[config.mk]
export PLATFORM = sky130hd
export DESIGN_NAME = chk_tally
export DESIGN_NICKNAME = d
export VERILOG_FILES = /design/src/rtl/AluCtrlSig_pkg.sv /design/src/rtl/chk_tally_pkg.sv /design/src/rtl/chk_align_dly.sv /design/src/rtl/chk_tally.sv
export SDC_FILE = /design/constraint.sdc
export NUM_CORES = 1
export LEC_CHECK = 0
export BUFFER_PORTS_ARGS = -buffer_cell sky130_fd_sc_hd__buf_2
export CORE_MARGIN = 2
export CORE_UTILIZATION = 60
export CTS_CLUSTER_DIAMETER = 100
export CTS_CLUSTER_SIZE = 10
export DETAILED_ROUTE_END_ITERATION = 16
export PLACE_DENSITY = 0.8
export SKIP_CTS_REPAIR_TIMING = 1
export SYNTH_ARGS = -nofsm -noshare
export SYNTH_HDL_FRONTEND = slang
export SYNTH_SLANG_ARGS = --single-unit
[constraint.sdc]
create_clock -name clk -period 26.3 [get_ports clk]
set_input_delay 0 -clock clk [delete_from_list [all_inputs] [get_ports clk]]
set_output_delay 0 -clock clk [all_outputs]
set_load 0.01 [all_outputs]
[src/rtl/AluCtrlSig_pkg.sv]
// Opcode constants shared by the instruction checker and its scoreboard.
// Values are the primary opcode field, inst[31:26].
package AluCtrlSig_pkg;

    localparam logic [5:0] OP_RTYPE = 6'h00;
    localparam logic [5:0] OP_J     = 6'h02;
    localparam logic [5:0] OP_BEQ   = 6'h04;
    localparam logic [5:0] OP_BNE   = 6'h05;
    localparam logic [5:0] OP_ADDI  = 6'h08;
    localparam logic [5:0] OP_LW    = 6'h23;
    localparam logic [5:0] OP_SW    = 6'h2B;

endpackage

[src/rtl/chk_tally_pkg.sv]
// Types shared by the checker tally stage: class enum, FSM states,
// delay-line entry and the opcode-to-class decode.
package chk_tally_pkg;

    import AluCtrlSig_pkg::*;

    typedef enum logic [2:0] {
        CLS_R     = 3'd0,
        CLS_ADDI  = 3'd1,
        CLS_LW    = 3'd2,
        CLS_SW    = 3'd3,
        CLS_BEQ   = 3'd4,
        CLS_BNE   = 3'd5,
        CLS_J     = 3'd6,
        CLS_OTHER = 3'd7
    } chk_cls_t;

    typedef enum logic [1:0] {
        ST_IDLE  = 2'd0,
        ST_RUN   = 2'd1,
        ST_DRAIN = 2'd2,
        ST_DONE  = 2'd3
    } tally_st_t;

    typedef struct packed {
        logic        vld;
        chk_cls_t    cls;
        logic [31:0] inst;
    } dly_ent_t;

    function automatic chk_cls_t decode_cls(input logic [5:0] op);
        chk_cls_t c;
        c = CLS_OTHER;
        unique case (1'b1)
            (op == OP_RTYPE): c = CLS_R;
            (op == OP_ADDI):  c = CLS_ADDI;
            (op == OP_LW):    c = CLS_LW;
            (op == OP_SW):    c = CLS_SW;
            (op == OP_BEQ):   c = CLS_BEQ;
            (op == OP_BNE):   c = CLS_BNE;
            (op == OP_J):     c = CLS_J;
            default:          c = CLS_OTHER;
        endcase
        return c;
    endfunction

endpackage

[src/rtl/chk_align_dly.sv]
// Fixed-depth delay line that lines each issued instruction up with
// the checker verdict produced DEPTH cycles later.
module chk_align_dly
    import chk_tally_pkg::*;
#(
    parameter int DEPTH = 3
) (
    input  logic     clk,
    input  logic     reset,
    input  dly_ent_t i_ent,
    output dly_ent_t o_ent
);

    dly_ent_t r_pipe [DEPTH];

    always_ff @(posedge clk or posedge reset) begin
        if (reset) begin
            for (int i = 0; i < DEPTH; i++) begin
                r_pipe[i] <= '0;
            end
        end else begin
            r_pipe[0] <= i_ent;
            for (int i = 1; i < DEPTH; i++) begin
                r_pipe[i] <= r_pipe[i-1];
            end
        end
    end

    assign o_ent = r_pipe[DEPTH-1];

endmodule

[src/rtl/chk_tally.sv]
// Scoreboard tally behind the instruction checker: per-class pass/fail
// counts, first-failure capture, watchdog/abort policing, final verdict.
module chk_tally
    import chk_tally_pkg::*;
#(
    parameter int CHK_LAT   = 3,
    parameter int CNT_W     = 16,
    parameter int TIMEOUT   = 64,
    parameter int MAX_CFAIL = 4
) (
    input  logic             clk,
    input  logic             reset,
    input  logic [31:0]      inst,
    input  logic             pcEn,
    input  logic             OpDone,
    input  logic             start,
    input  logic             stop,
    input  logic [2:0]       cls_sel,
    output logic [CNT_W-1:0] cls_pass,
    output logic [CNT_W-1:0] cls_fail,
    output logic [CNT_W-1:0] total_cnt,
    output logic [CNT_W-1:0] fail_cnt,
    output logic [CNT_W-1:0] spur_cnt,
    output logic [31:0]      first_fail_inst,
    output logic [CNT_W-1:0] first_fail_idx,
    output logic             busy,
    output logic             done,
    output logic             all_pass,
    output logic             abort,
    output logic             timeout
);

    localparam int WD_W = $clog2(TIMEOUT + 1);
    localparam int CF_W = $clog2(MAX_CFAIL + 1);
    localparam int DR_W = (CHK_LAT > 1) ? $clog2(CHK_LAT + 1) : 1;

    function automatic logic [CNT_W-1:0] sat_inc(input logic [CNT_W-1:0] v);
        return (&v) ? v : v + 1'b1;
    endfunction

    tally_st_t        r_st;
    tally_st_t        w_st_nxt;

    dly_ent_t         w_in;
    dly_ent_t         w_tail;

    logic [CNT_W-1:0] r_pass [8];
    logic [CNT_W-1:0] r_fail [8];
    logic [CNT_W-1:0] r_total;
    logic [CNT_W-1:0] r_fcnt;
    logic [CNT_W-1:0] r_spur;
    logic [31:0]      r_ff_inst;
    logic [CNT_W-1:0] r_ff_idx;
    logic [WD_W-1:0]  r_wd;
    logic [CF_W-1:0]  r_cf;
    logic [DR_W-1:0]  r_dr;
    logic             r_abort;
    logic             r_tmo;

    logic             w_ret_ok;
    logic             w_ret_bad;
    logic             w_spur;
    logic             w_wd_hit;
    logic             w_cf_hit;
    logic             w_dr_last;

    logic             w_clr;
    logic             w_cnt_en;
    logic             w_wd_en;
    logic             w_dr_en;

    always_comb begin
        w_in      = '0;
        w_in.vld  = pcEn;
        w_in.cls  = decode_cls(inst[31:26]);
        w_in.inst = inst;
    end

    chk_align_dly #(
        .DEPTH (CHK_LAT)
    ) u_dly (
        .clk   (clk),
        .reset (reset),
        .i_ent (w_in),
        .o_ent (w_tail)
    );

    assign w_ret_ok  = w_tail.vld & OpDone;
    assign w_ret_bad = w_tail.vld & ~OpDone;
    assign w_spur    = ~w_tail.vld & OpDone;

    // Policing only fires in RUN; DRAIN keeps counting but never aborts.
    assign w_wd_hit  = (r_st == ST_RUN) & ~w_tail.vld
                     & ((r_wd + 1'b1) == WD_W'(TIMEOUT));
    assign w_cf_hit  = (r_st == ST_RUN) & w_ret_bad
                     & ((r_cf + 1'b1) == CF_W'(MAX_CFAIL));
    assign w_dr_last = (r_dr == DR_W'(CHK_LAT - 1));

    always_ff @(posedge clk or posedge reset) begin
        if (reset) begin
            r_st <= ST_IDLE;
        end else begin
            r_st <= w_st_nxt;
        end
    end

    always_comb begin
        w_st_nxt = r_st;
        unique case (r_st)
            ST_IDLE: begin
                if (start) w_st_nxt = ST_RUN;
            end
            ST_RUN: begin
                if (w_wd_hit | w_cf_hit) w_st_nxt = ST_DONE;
                else if (stop)           w_st_nxt = ST_DRAIN;
            end
            ST_DRAIN: begin
                if (w_dr_last) w_st_nxt = ST_DONE;
            end
            ST_DONE: begin
                if (start) w_st_nxt = ST_RUN;
            end
            default: w_st_nxt = ST_IDLE;
        endcase
    end

    always_comb begin
        w_clr    = 1'b0;
        w_cnt_en = 1'b0;
        w_wd_en  = 1'b0;
        w_dr_en  = 1'b0;
        unique case (r_st)
            ST_IDLE:  w_clr = start;
            ST_RUN: begin
                w_cnt_en = 1'b1;
                w_wd_en  = 1'b1;
            end
            ST_DRAIN: begin
                w_cnt_en = 1'b1;
                w_dr_en  = 1'b1;
            end
            ST_DONE:  w_clr = start;
            default:  w_clr = 1'b0;
        endcase
    end

    always_ff @(posedge clk or posedge reset) begin
        if (reset) begin
            for (int i = 0; i < 8; i++) begin
                r_pass[i] <= '0;
                r_fail[i] <= '0;
            end
            r_total   <= '0;
            r_fcnt    <= '0;
            r_spur    <= '0;
            r_ff_inst <= '0;
            r_ff_idx  <= '0;
            r_wd      <= '0;
            r_cf      <= '0;
            r_dr      <= '0;
            r_abort   <= 1'b0;
            r_tmo     <= 1'b0;
        end else if (w_clr) begin
            for (int i = 0; i < 8; i++) begin
                r_pass[i] <= '0;
                r_fail[i] <= '0;
            end
            r_total   <= '0;
            r_fcnt    <= '0;
            r_spur    <= '0;
            r_ff_inst <= '0;
            r_ff_idx  <= '0;
            r_wd      <= '0;
            r_cf      <= '0;
            r_dr      <= '0;
            r_abort   <= 1'b0;
            r_tmo     <= 1'b0;
        end else begin
            if (w_cnt_en) begin
                if (w_ret_ok) begin
                    r_pass[w_tail.cls] <= sat_inc(r_pass[w_tail.cls]);
                    r_total            <= sat_inc(r_total);
                    r_cf               <= '0;
                end
                if (w_ret_bad) begin
                    r_fail[w_tail.cls] <= sat_inc(r_fail[w_tail.cls]);
                    r_fcnt             <= sat_inc(r_fcnt);
                    r_total            <= sat_inc(r_total);
                    if (r_cf != CF_W'(MAX_CFAIL)) begin
                        r_cf <= r_cf + 1'b1;
                    end
                    // fail_cnt only returns to zero on a new run
                    if (r_fcnt == '0) begin
                        r_ff_inst <= w_tail.inst;
                        r_ff_idx  <= r_total;
                    end
                end
                if (w_spur) begin
                    r_spur <= sat_inc(r_spur);
                end
            end
            if (w_wd_en) begin
                r_wd <= w_tail.vld ? '0 : r_wd + 1'b1;
            end
            r_dr <= w_dr_en ? r_dr + 1'b1 : '0;
            if (w_cf_hit) r_abort <= 1'b1;
            if (w_wd_hit) r_tmo   <= 1'b1;
        end
    end

    assign cls_pass        = r_pass[cls_sel];
    assign cls_fail        = r_fail[cls_sel];
    assign total_cnt       = r_total;
    assign fail_cnt        = r_fcnt;
    assign spur_cnt        = r_spur;
    assign first_fail_inst = r_ff_inst;
    assign first_fail_idx  = r_ff_idx;
    assign busy            = (r_st == ST_RUN) | (r_st == ST_DRAIN);
    assign done            = (r_st == ST_DONE);
    assign abort           = r_abort;
    assign timeout         = r_tmo;
    assign all_pass        = done & (r_fcnt == '0) & (r_spur == '0)
                           & ~r_abort & ~r_tmo;

endmodule
# [Word level (Yosys, flattened, before mapping)]
# Cells that the tools add are included.
[totals] wordCells=181 in_bits=41 reg_bits=476
[op_classes] order_cmp=3 n_reduce_logical=28 bitwise=19 muxes=69 add_sub_neg=8 eq_ne=18
[ops] operator="2-to-1 mux 128 bit" n=6
[ops] operator="2-to-1 mux 16 bit" n=28
[ops] operator="bitwise mux 128 bit" n=2
[ops] operator="binary-select mux 16 bit (select 3 bit)" n=4
[ops] operator="2-to-1 mux 32 bit" n=4
[ops] operator="adder 16 x 1 -> 16 bit, second input constant" n=5
[ops] operator="AND reduction 16 bit" n=5
[ops] operator="demux 16 bit (select 3 bit)" n=1
[ops] operator="zero test 16 bit" n=2
[ops] operator="2-to-1 mux 7 bit" n=3
[ops] operator="case mux 3 bit (7 select lines)" n=1
[ops] operator="nonzero test 2 bit" n=8
[ops] operator="2-to-1 mux 3 bit" n=5
[ops] operator="equality test 6 x 3 -> 1 bit, second input constant" n=2
[ops] operator="equality test 6 bit, second input constant" n=2
[ops] operator="2-to-1 mux 2 bit" n=6
[ops] operator="AND reduction 3 bit" n=4
[ops] operator="bitwise AND 1 bit" n=11
[ops] operator=">= comparator 4 bit, second input constant" n=2
[ops] operator="2-to-1 mux 1 bit" n=8
[ops] operator="inverter 3 -> 4 bit" n=2
[ops] operator="adder 7 x 1 -> 7 bit, second input constant" n=1
[ops] operator="equality test 7 bit, second input constant" n=1
[ops] operator="equality test 2 bit, second input constant" n=3
[ops] operator="other kinds (19)" n=29

# [Logic depth before layout (Yosys ltp)]
# Gate-level depths: netlist of run 1.
[depth] word_depth=10 mapped_depth=13 depth_no_buf=9

# [Hierarchy]
# Synthesis of run 1 repeated with hierarchy kept, for this count alone.
[unflattened] cells_unflattened=2125 hier_area_um2=23103.4
[by_module_without_submodules] mod="chk_tally" cells_each=1980 seq_area_each_um2=9208.8 instances=1 area_each_um2=20126.8
[by_module_without_submodules] mod="chk_align_dly" cells_each=145 seq_area_each_um2=2702.6 instances=1 area_each_um2=2976.6

# [Worst setup path after synthesis of run 1]
# Ideal clock, no wire load.
[synth_path] kind="register to register" from="register u_dly.r_pipe (netlist bit u_dly.o_ent[32])" to="register r_fail[111] in the netlist's numbering" stages_incl_launch_ff=12 synth_period_minus_slack_ns=3.100 n_path_buf=4 setup_ns=0.118 slack_ns=23.200 t_arrival_ns=2.982 path_cell_list="dfrtp_1 buf_6 buf_8 buf_8 buf_8 mux4_2 mux2i_2 or2_2 or4_1 nor4_1 mux2_2 a21o_1"
[synth_via] elab_chain_cells=10 word_cells_on_any_way=16 cone_classes="add/sub (1); order compare (2); mux (10); bitwise (1); reduce/logical (2)"
[synth_rtl] item="from (decl)" line_no="chk_align_dly.sv:14" text="dly_ent_t r_pipe [DEPTH];"
[synth_rtl] item="from (signal, indexed assignment)" line_no="chk_align_dly.sv:24" text="r_pipe[i] <= r_pipe[i-1];"
[synth_rtl] item="inverter 3 -> 4 bit (not written as such) (*)" line_no="chk_tally.sv:186" text="r_fail[w_tail.cls] <= sat_inc(r_fail[w_tail.cls]);"
[synth_rtl] item="binary-select mux 16 bit (select 3 bit)" line_no="chk_tally.sv:186"
[synth_rtl] item="2-to-1 mux 16 bit (not written as such) (2 in a row)" line_no="chk_tally.sv:186"
[synth_rtl] item="adder 16 x 1 -> 16 bit / AND reduction 16 bit (equally long branches)" line_no="chk_tally.sv:38" text="return (&v) ? v : v + 1'b1;"
[synth_rtl] item="2-to-1 mux 16 bit" line_no="chk_tally.sv:38"
[synth_rtl] item="bitwise mux 128 bit (*)" line_no="chk_tally.sv:186"
[synth_rtl] item="2-to-1 mux 128 bit (*)" line_no="chk_tally.sv:185" text="if (w_ret_bad) begin"
[synth_rtl] item="2-to-1 mux 128 bit (*)" line_no="chk_tally.sv:179" text="if (w_cnt_en) begin"
[synth_rtl] item="2-to-1 mux 128 bit (*)" line_no="chk_tally.sv:163" text="end else if (w_clr) begin"
[synth_rtl] item="to (signal, indexed assignment)" line_no="chk_tally.sv:186"
[synth_rtl] item="to (decl)" line_no="chk_tally.sv:48" text="logic [CNT_W-1:0] r_fail [8];"
# Mark *: on every way between the ends. The rest lies on a longest branch, timed or not. The select of a mux whose other input is x is not followed.
# A chain may end at the register's enable or synchronous reset.

# [Worst setup path in the final report of run 1]
[layout_path] from="register u_dly.r_pipe (netlist bit u_dly.o_ent[32])" to="register r_fail[81] in the netlist's numbering"
# Same word-level chain as after synthesis.

==> run_results.csv, run 1 <==
group,metric,value,unit
route,vias,17430,
die,die_x,199.2,um
route,via_per_inst,6.525,
die,fp.coreArea,37580,sq um
cells_and_area,area_growth,12.20,%
synthesis,yosys_warnings,0,
route,wirelength,59.79,mm
critical_path,cp.arrival,5.18,ns
critical_path,endpoint_kind,"register",
sta,setup-violations-final,0,
power_and_ir_drop,seq_power_share,44.5,%
die,start_util,60.82,%
grt,grt_pass1_wl,92.45,mm
power_and_ir_drop,p_leak,0.01213,uW
job,drv_cap,0,
power_and_ir_drop,p_total,1862,uW
power_and_ir_drop,p_sw_share,32.19,%
synthesis,syn_area_per_cell,11.32,sq um
grt,grt-ovfl-total,0,
critical_path,criticalPathCategory,"reg -> reg",
sta,max_clock_freq,210.0,MHz
synthesis,ys_seq_elements,476,
power_and_ir_drop,pwr-share-clk,35.3,%
sta,final_max_slew_viol_count,0,
cts,clockBufferDepth,3,
cts,root_buffer,"clkbuf_16",
die,io_pins,174,
cells_and_area,stdcell_area,25640,sq um
cts,clock_sinks,476,
synthesis,synth_nets,2077,
grt,grt_usage,29.69,%
cells_and_area,drive_above_1_share,20.69,%
critical_path,worstPathRequired,26.72,ns
synthesis,syn_inst,2019,
die,die_h,199.2,um
critical_path,worst-path-max-fanout,51,
sta,max_slew_margin,16.95,%
route,ant_nets,0,
outcome,status,"completed",
power_and_ir_drop,combPwrFrac,20.2,%
grt,grt_max_degree,114,
sta,worst_slew_pin_slew,1.243,ns
cts,clkTransAtPathRegs,0.06,ns
placement,gp_congestion,0.8836,
cts,htree_levels,2,
die,die_area,39670,sq um
power_and_ir_drop,power_density,72.61,nW/um^2
power_and_ir_drop,p_int,1263,uW
cells_and_area,layout.nets,2214,
critical_path,crit_path_start_kind,"register",
synthesis,netlist_area,22850,sq um
synthesis,synth_top_area_cell,"dfrtp_1",
sta,hold_viol,0,
synthesis,synth_top_area_share,52.12,%
cells_and_area,antenna_cells,0,
synthesis,synth_area_leaders,"dfrtp_1 52%, mux4_2 11%, nand3_1 5.6%",
power_and_ir_drop,power_switching,599.3,uW
synthesis,synth_edf_count,0,
synthesis,synth_ff_type,"dfrtp_1",
route,first_pass_iters,6,
die,rows,71,
synthesis,async_flop_share,100.0,%
sta,fin_crit_sh,18.11,%
critical_path,worstReg2RegStart,"u_dly.o_ent[32]",
power_and_ir_drop,vdd_drop_max,0.00008951,V
route,drcViolationCount,0,
synthesis,seq_area_frac_synth,52.12,%
cts,cts_tree,"yes",
cts,insertion_delay,0.62,ns
sta,layout_min_cycle_time,4.763,ns
critical_path,cp-startpoint,"u_dly.o_ent[32]",
route,wl_per_cell,22.39,um
sta,skew,0.01958,ns
synthesis,yosysUniqueCellTypes,86,
min_path,min_path_type,"in -> async",
synthesis,synth.most_common_cell,"dfrtp_1",
sta,setup_tns,0,ns
synthesis,synth_common_cells,"476 x dfrtp_1, 254 x nand3_1, 176 x o21ai_0",
placement,placedInstanceArea,23820,sq um
cts,cts_buffers,53,
grt,grt_pass1_vias,17220,
placement,dp_hpwl,34.17,mm
route,dr.first_iter.drc_count,1892,
sta,grt_setup_unrepaired,"no",
grt,antenna_found_initial,0,
placement,portBuffers,173,
[cell families (layout without fill, tap and decap cells)]
group	count (synthesis)	after routing	synth area share, %
AO/OA/AOI/OAI	411	411	11.21
XOR/XNOR	58	58	2.436
adder cells (fa/ha/maj)	17	17	0.9307
buffers and inverters	168	309	3.405
flip-flops	476	476	52.12
multiplexers	202	202	15.09
AND/OR/NAND/NOR	687	687	14.80
[worst paths after layout]
path                            cells past startpoint             endpoint  slack, ns
worst max-delay path                                8           r_fail[81]      21.54
worst min-delay path                                3  first_fail_inst[19]       0.01
worst max register to register                      8           r_fail[81]      21.54
worst min register to register                      0     u_dly.r_pipe[64]       0.34
max in group asynchronous                           5          r_fail[103]      23.87
min in group clk                                    2     u_dly.r_pipe[96]       0.03
[final cells by class]
class	count	area [sq um]
flip-flops and latches	476	11920
multi-input cells	1375	10180
clock inverters	4	110.1
inverters	23	93.84
clock buffers	55	1334
repair buffers	227	1369
fillers	2600	11940
well taps	511	639.4
[routing by layer]
layer,share of wire (%),track usage (%),vias to the layer above
met5,0,0,-
met4,3.0,12.08,0
met3,7.8,6.278,160
met2,50,47.52,838
met1,39,39.95,8801
li1,-,-,7628
[layout by cell type, fill, tap and decap left out, drive strengths merged, types with 10 or more instances in the layout]
cell type | Yosys | routed
or3 | 10 | 10
mux2 | 48 | 48
mux4 | 109 | 109
and3 | 60 | 60
a31oi | 11 | 11
ha | 17 | 17
buf | 40 | 189
xor2 | 37 | 37
a21oi | 62 | 62
dlygate4sd3 | 0 | 38
nand2 | 170 | 170
a21o | 51 | 51
clkbuf | 105 | 55
dfrtp | 476 | 476
nor2 | 103 | 103
nand3 | 257 | 257
o21ai | 211 | 211
a31o | 10 | 10
inv | 22 | 23
xnor2 | 21 | 21
mux2i | 45 | 45
nand4 | 16 | 16
nor3 | 20 | 20
[registers in the layout, summed over array words and instances, names as in the netlist, 2 cells and up]
signal / count
r_wd: 7
r_fail: 128
first_fail_idx: 16
r_dr: 2
r_pass: 128
r_st: 2
r_cf: 3
total_cnt: 16
u_dly.r_pipe: 72
spur_cnt: 16
u_dly.o_ent: 36
first_fail_inst: 32
fail_cnt: 16
[critical path, cell delays in order (launching register included)]
cell and delay (ns):
dfrtp_4 0.97, buf_4 0.78, mux4_2 0.37, mux2i_1 0.16, or3_1 0.57, nor3_4 0.59
nand3_4 0.33, mux2i_1 0.54, o21ai_0 0.22
[per-stage QoR]
step / instances / util [%] / hold slack, ns / worst slack (ns)
4_1_cts: 2633 / 67.22 / -0.5281 / 21.58
5_1_grt: 2671 / 68.23 / 0.006678 / 21.27
3_5_place_dp: 2574 / 63.38 / 0.1093 / 21.62
6_report: 2671 / 68.23 / 0.01294 / 21.54
3_3_place_gp: 2574 / 63.38 / 0.1075 / 21.83
2_1_floorplan: 2019 / - / 0.03143 / 13.02
[power by group through the flow]
stage                     logic, uW  registers, uW  clock network [uW]
final                           375            829                 658
after global routing            409            834                 697
after CTS                       365            826                 660
after detailed placement        361            836                   0
after global placement          348            833                   0
after floorplan                 238            842                   0
(Power assumes the default switching activity.)
==> run 2, diff against run 1 <==
- ABC_AREA: unset -> 1
- CORE_UTILIZATION: 60 -> 55
- PLACE_DENSITY: 0.8 -> 0.77
- clock period: 26.3 -> 4 ns (I/O delays scaled with it)
==> run 2 against run 1 <==
Critical path depth grew 1. Largest cell class unchanged. Non-clock buffer count grew 59. Die area is 13% higher. The flow now finishes with violations (hold timing). Sequential share of layout area fell by 2.6 points. Count of clock-buffer cells in the layout is 1 lower.
==> run_results.csv, run 2 <==
group,metric,value,unit
synthesis,yosys.area_share.simple,30.25,%
synthesis,synth_common_cells,"1316 x nand2_1, 476 x dfrtp_1, 254 x inv_1",
die,die_h,211.9,um
synthesis,seq_area_frac_synth,50.12,%
power_and_ir_drop,power_density,489.7,nW/um^2
die,die_area,44890,sq um
critical_path,endpoint_kind,"register",
cells_and_area,multiInputGateArea,10200,sq um
synthesis,async_flop_share,100.0,%
critical_path,cp.arrival,3.88,ns
route,first_pass_iters,6,
placement,dp_hpwl,45.00,mm
grt,grt_pass1_wl,114.3,mm
synthesis,synth_top_family_by_area,"simple AND/OR/NAND/NOR gates",
synthesis,synthMuxAreaShare,0,%
cells_and_area,final_util,63.37,%
critical_path,worst-path-max-fanout,26,
placement,portBuffers,173,
die,rows,76,
cts,insertion_delay,0.61,ns
die,die_x,211.9,um
cells_and_area,instances_no_fill,3983,
sta,max_clock_freq,292.7,MHz
route,drcViolationCount,0,
sta,grt_setup_unrepaired,"no",
sta,hold_slack,-0.06273,ns
placement,pre_cts_ws,0.5618,ns
synthesis,yosys_warnings,0,
grt,antenna_found_initial,0,
sta,layout_min_cycle_time,3.416,ns
cells_and_area,drive_above_1_share,10.57,%
cells_and_area,fill_cells,3701,
synthesis,synth-xor-area-share,0.8844,%
sta,skew,0.02476,ns
synthesis,synth_top_area_cell,"dfrtp_1",
synthesis,ys_seq_elements,476,
route,dr.first_iter.drc_count,3052,
grt,grt-ovfl-total,0,
power_and_ir_drop,p_leak,0.01421,uW
sta,max_slew_margin,25.56,%
critical_path,slowest_delay,0.66,ns
grt,grt_max_degree,96,
grt,grt_usage,32.41,%
sta,setup_tns,0,ns
die,io_pins,174,
synthesis,synth_top_area_share,50.12,%
cts,clock_sinks,476,
synthesis,syn_inst,3200,
synthesis,synth_fa_ha_area_share,0.8949,%
die,start_util,55.42,%
cells_and_area,mostFrequentLayoutCell,"nand2_1",
route,wl_per_cell,18.17,um
sta,hold_viol,2,
synthesis,synth_edf_count,0,
critical_path,cp_cell_sequence,"inv_1 -> ha_1 -> nor2_1 -> nand2_1 -> nor2_4 -> inv_1 -> nand2_1 -> clkinv_1 -> a22o_1",
die,fp.coreArea,42890,sq um
min_path,min_path_type,"in -> reg",
synthesis,synth_nets,3258,
sta,fin_crit_sh,85.41,%
job,drv_cap,0,
cts,clockBufferDepth,3,
synthesis,synth_area_leaders,"dfrtp_1 50%, nand2_1 21%, o21ai_0 4.2%",
cts,root_buffer,"clkbuf_16",
synthesis,netlist_area,23770,sq um
critical_path,crit_path_start_kind,"register",
critical_path,criticalPathCategory,"reg -> reg",
critical_path,cp_top_family,"simple AND/OR/NAND/NOR gates",
cells_and_area,seq_area,11920,sq um
synthesis,yosysUniqueCellTypes,43,
cells_and_area,area_growth,14.34,%
sta,setup_ws,0.5837,ns
synthesis,synth_ff_type,"dfrtp_1",
synthesis,synth.most_common_cell,"nand2_1",
route,via_per_inst,5.679,
synthesis,syn_area_per_cell,7.427,sq um
sta,worst_slew_pin_slew,1.113,ns
critical_path,worstPathRequired,4.47,ns
critical_path,critPathBufInv,3,
outcome,violations,"hold timing",
power_and_ir_drop,p_total,13310,uW
route,wirelength,72.35,mm
synthesis,synth_compound_area_share,10.85,%
route,ant_nets,0,
cells_and_area,reg_top3,"r_fail (128), r_pass (128), u_dly.r_pipe (72)",
placement,place_inst,3889,
cts,htree_levels,2,
sta,setup-violations-final,0,
cells_and_area,mostFrequentLayoutCells,"1315 x nand2_1, 475 x dfrtp_1, 253 x inv_1",
power_and_ir_drop,vdd_drop_max,0.0003239,V
grt,grt_pass1_vias,21640,
sta,final_max_slew_viol_count,0,
cts,clkTransAtPathRegs,0.06,ns
outcome,status,"complete, but fails checks",
placement,gp_congestion,0.9562,
route,vias,22620,
cells_and_area,layout.nets,3454,
cts,cts_tree,"yes",
cells_and_area,antenna_cells,0,
critical_path,cpMaxStageDelayCell,"clkinv_1",
cts,cts_buffers,53,
==> run 2: layout make-up <==
cell class                      instances  area share [%]
Sequential cell                       476           43.84
Tap cell                              585           2.693
Clock buffer                           54           4.894
Clock inverter                          3          0.2808
Inverter                              274           3.808
Multi-Input combinational cell       2305           37.55
Timing Repair Buffer                  286           6.934
==> run 2: kinds of logic after synthesis <==
group,after synthesis
flip-flops,476
buffers and inverters,419
XOR/XNOR,24
AND/OR/NAND/NOR,1801
adder cells (fa/ha/maj),17
AO/OA/AOI/OAI,463
==> run 2: per-layer routing <==
layer,global-route usage (%),vias up,routed length (um)
li1,-,10500,-
met1,44.29,10620,29710
met2,50.09,1284,32180
met3,6.438,223,7605
met4,14.96,0,2859
met5,0,-,0
==> run 2: path summary, 6_finish.rpt <==
kind	startpoint	end	slack, ns	cells after the start
hold reg to reg	u_dly.r_pipe[95]	u_dly.r_pipe[59]	0.34	0
setup reg to reg	r_st[0]	first_fail_inst[14]	0.58	9
hold / removal	start	r_st[0]	-0.06	6
min in group asynchronous	reset	u_dly.r_pipe[91]	0.04	3
max in group asynchronous	reset	u_dly.o_ent[0]	2.74	5
setup / recovery	r_st[0]	first_fail_inst[14]	0.58	9
==> run 2: report_power, final <==
group / internal (uW) / switching [uW]
clock network: 2400 / 1850
logic: 967 / 2590
registers: 5220 / 278
total: 8590 / 4720
==> run 2: worst register-to-register path: stages, from the launching register on <==
cell      delay (ns)
dfrtp_1         0.42
inv_1           0.06
ha_1            0.37
nor2_1          0.28
nand2_1         0.38
nor2_4          0.27
inv_1           0.25
nand2_1         0.13
clkinv_1        0.67
a22o_1          0.46
==> run 2: stage by stage <==
stage          hold WS [ns]  area, sq um
4_1_cts             -0.5304        26810
6_report           -0.06273        27180
2_1_floorplan       0.03143        23770
5_1_grt             0.01755        27180
3_3_place_gp         0.1079        25400
3_5_place_dp         0.1095        25400
==> run 3, diff against run 2 <==
- RECOVER_POWER: unset -> 100
==> run 3 against run 2 <==
The run ends with hold timing, capacitance limit, slew limit left. Via count rose by 0.26%. Clock skew fell by 0.00088 ns. Wire length rose by 0.26%. Critical path type is now in -> out. Largest power group unchanged.
==> run_results.csv, run 3 (synthesis results as in run 2) <==
group,metric,value,unit
sta,setup-violations-final,0,
critical_path,worstReg2RegStart,"r_st[0]",
critical_path,r2r_cells,9,
power_and_ir_drop,p_leak,0.01364,uW
power_and_ir_drop,p_int,8493,uW
power_and_ir_drop,pwr-share-clk,32.2,%
sta,skew,0.02389,ns
die,start_util,55.42,%
min_path,hold_end,"r_st[0]",
cts,htree_levels,2,
critical_path,crit_path_start_kind,"input port",
critical_path,reg2reg_to,"first_fail_inst[14]",
sta,grt_setup_unrepaired,"no",
placement,dp_hpwl,45.00,mm
min_path,min_path_type,"in -> reg",
job,drv_cap,5,
critical_path,endpoint_kind,"primary output",
critical_path,critPathBufInv,3,
cells_and_area,mostFrequentLayoutCell,"nand2_1",
critical_path,cp_top_family,"buffers and inverters",
critical_path,criticalPathCategory,"in -> out",
cts,insertion_delay,0.61,ns
cells_and_area,final_util,62.62,%
grt,grt_max_degree,96,
power_and_ir_drop,p_sw_share,35.66,%
die,io_pins,174,
sta,hold_slack,-0.07141,ns
outcome,violations,"hold timing, capacitance limit, slew limit",
die,die_area,44890,sq um
cells_and_area,antenna_cells,0,
cells_and_area,layout.nets,3454,
sta,fin_crit_sh,90.60,%
critical_path,r2r_slack,0.42,ns
sta,worst_slew_pin_slew,2.348,ns
outcome,status,"complete, but fails checks",
power_and_ir_drop,combPwrFrac,26.0,%
grt,grt_usage,32.41,%
critical_path,worst-path-max-fanout,80,
placement,portBuffers,173,
placement,gp_congestion,0.9562,
min_path,hp-start,"start",
grt,antenna_found_initial,0,
cells_and_area,reg_top3,"r_fail (128), r_pass (128), u_dly.r_pipe (72)",
cts,cts_tree,"yes",
cts,clkTransAtPathRegs,0.06,ns
route,vias,22680,
sta,max_slew_margin,-56.52,%
route,ant_nets,0,
power_and_ir_drop,power_density,491.5,nW/um^2
die,rows,76,
sta,hold_viol,2,
die,fp.coreArea,42890,sq um
power_and_ir_drop,seq_power_share,41.8,%
cells_and_area,stdcell_area,26860,sq um
power_and_ir_drop,vdd_drop_max,0.0003240,V
sta,setup_tns,0,ns
placement,placedInstanceArea,25400,sq um
grt,grt-ovfl-total,0,
cells_and_area,area_growth,13.00,%
grt,grt_pass1_vias,21640,
critical_path,cpMaxStageDelayCell,"clkbuf_2",
sta,layout_min_cycle_time,3.624,ns
cts,clockBufferDepth,3,
critical_path,cp.depth,7,
grt,grt_pass1_wl,114.3,mm
route,wirelength,72.54,mm
route,dr.first_iter.drc_count,3175,
sta,max_clock_freq,275.9,MHz
cts,clock_sinks,476,
critical_path,cp_cell_sequence,"clkbuf_2 -> clkbuf_2 -> o21ai_0 -> o21ai_0 -> a21oi_1 -> a31oi_1 -> clkbuf_1",
cells_and_area,mostFrequentLayoutCells,"1331 x nand2_1, 475 x dfrtp_1, 254 x inv_1",
route,drcViolationCount,0,
critical_path,worstPathRequired,4.00,ns
min_path,holdPathStages,6,
route,first_pass_iters,8,
route,wl_per_cell,18.21,um
power_and_ir_drop,power_switching,4708,uW
sta,final_max_slew_viol_count,275,
critical_path,slowest_delay,1.43,ns
die,die_x,211.9,um
cts,root_buffer,"clkbuf_16",
cts,cts_buffers,53,
die,die_h,211.9,um
power_and_ir_drop,p_total,13200,uW
critical_path,cp.arrival,3.62,ns
route,via_per_inst,5.694,
cells_and_area,drive_above_1_share,5.650,%
[run 3: final cells by class]
type	instances	area (sq um)
Clock inverter	3	76.32
Tap cell	585	732.0
Multi-Input combinational cell	2305	10130
Clock buffer	54	1330
Inverter	274	1032
Fill cell	3812	16030
Sequential cell	476	11920
Timing Repair Buffer	286	1640
[run 3: worst max path at each step]
stage,from,slack (ns),endpoint
final,cls_sel[0],0.38,cls_fail[0]
after CTS,r_st[0],0.55,first_fail_inst[14]
after global placement,r_st[0],0.69,first_fail_inst[25]
after floorplan,reset,-2.45,abort
after global routing,reset,0.15,u_dly.o_ent[28]
after detailed placement,r_st[0],0.56,first_fail_inst[21]
[run 3: per-stage QoR]
step,setup WS [ns],cells
after global placement,0.6853,3889
after global routing,0.1466,3983
after floorplan,-2.449,3200
after detailed placement,0.5618,3889
final,0.3760,3983
after CTS,0.5477,3946
[run 3: layer usage]
layer,global-route usage [%],share of wire (%),routed length [um],up-vias
li1,-,-,-,10490
met2,50.09,44,31980,1314
met4,14.96,4.3,3120,0
met5,0,0,0,-
met1,44.29,41,29440,10610
met3,6.438,11,8003,262
[run 3: worst reg2reg max path, delay by kind of cell, from the launching register on]
kind / cells / cell delay [ns]
compound gates: 1 / 0.46
buf+inv: 3 / 1.04
flops: 1 / 0.42
fa+ha+maj: 1 / 0.36
simple gates: 4 / 1.16
[run 3: power by group through the flow]
| stage | Sequential, uW | Combinational [uW] | Clock (uW) |
|---|---|---|---|
| floorplan | 5640 | 1870 | 0 |
| global placement | 5550 | 3330 | 0 |
| detailed placement | 5570 | 3400 | 0 |
| CTS | 5500 | 3420 | 4330 |
| global route | 5550 | 3690 | 4500 |
| finish | 5510 | 3430 | 4260 |
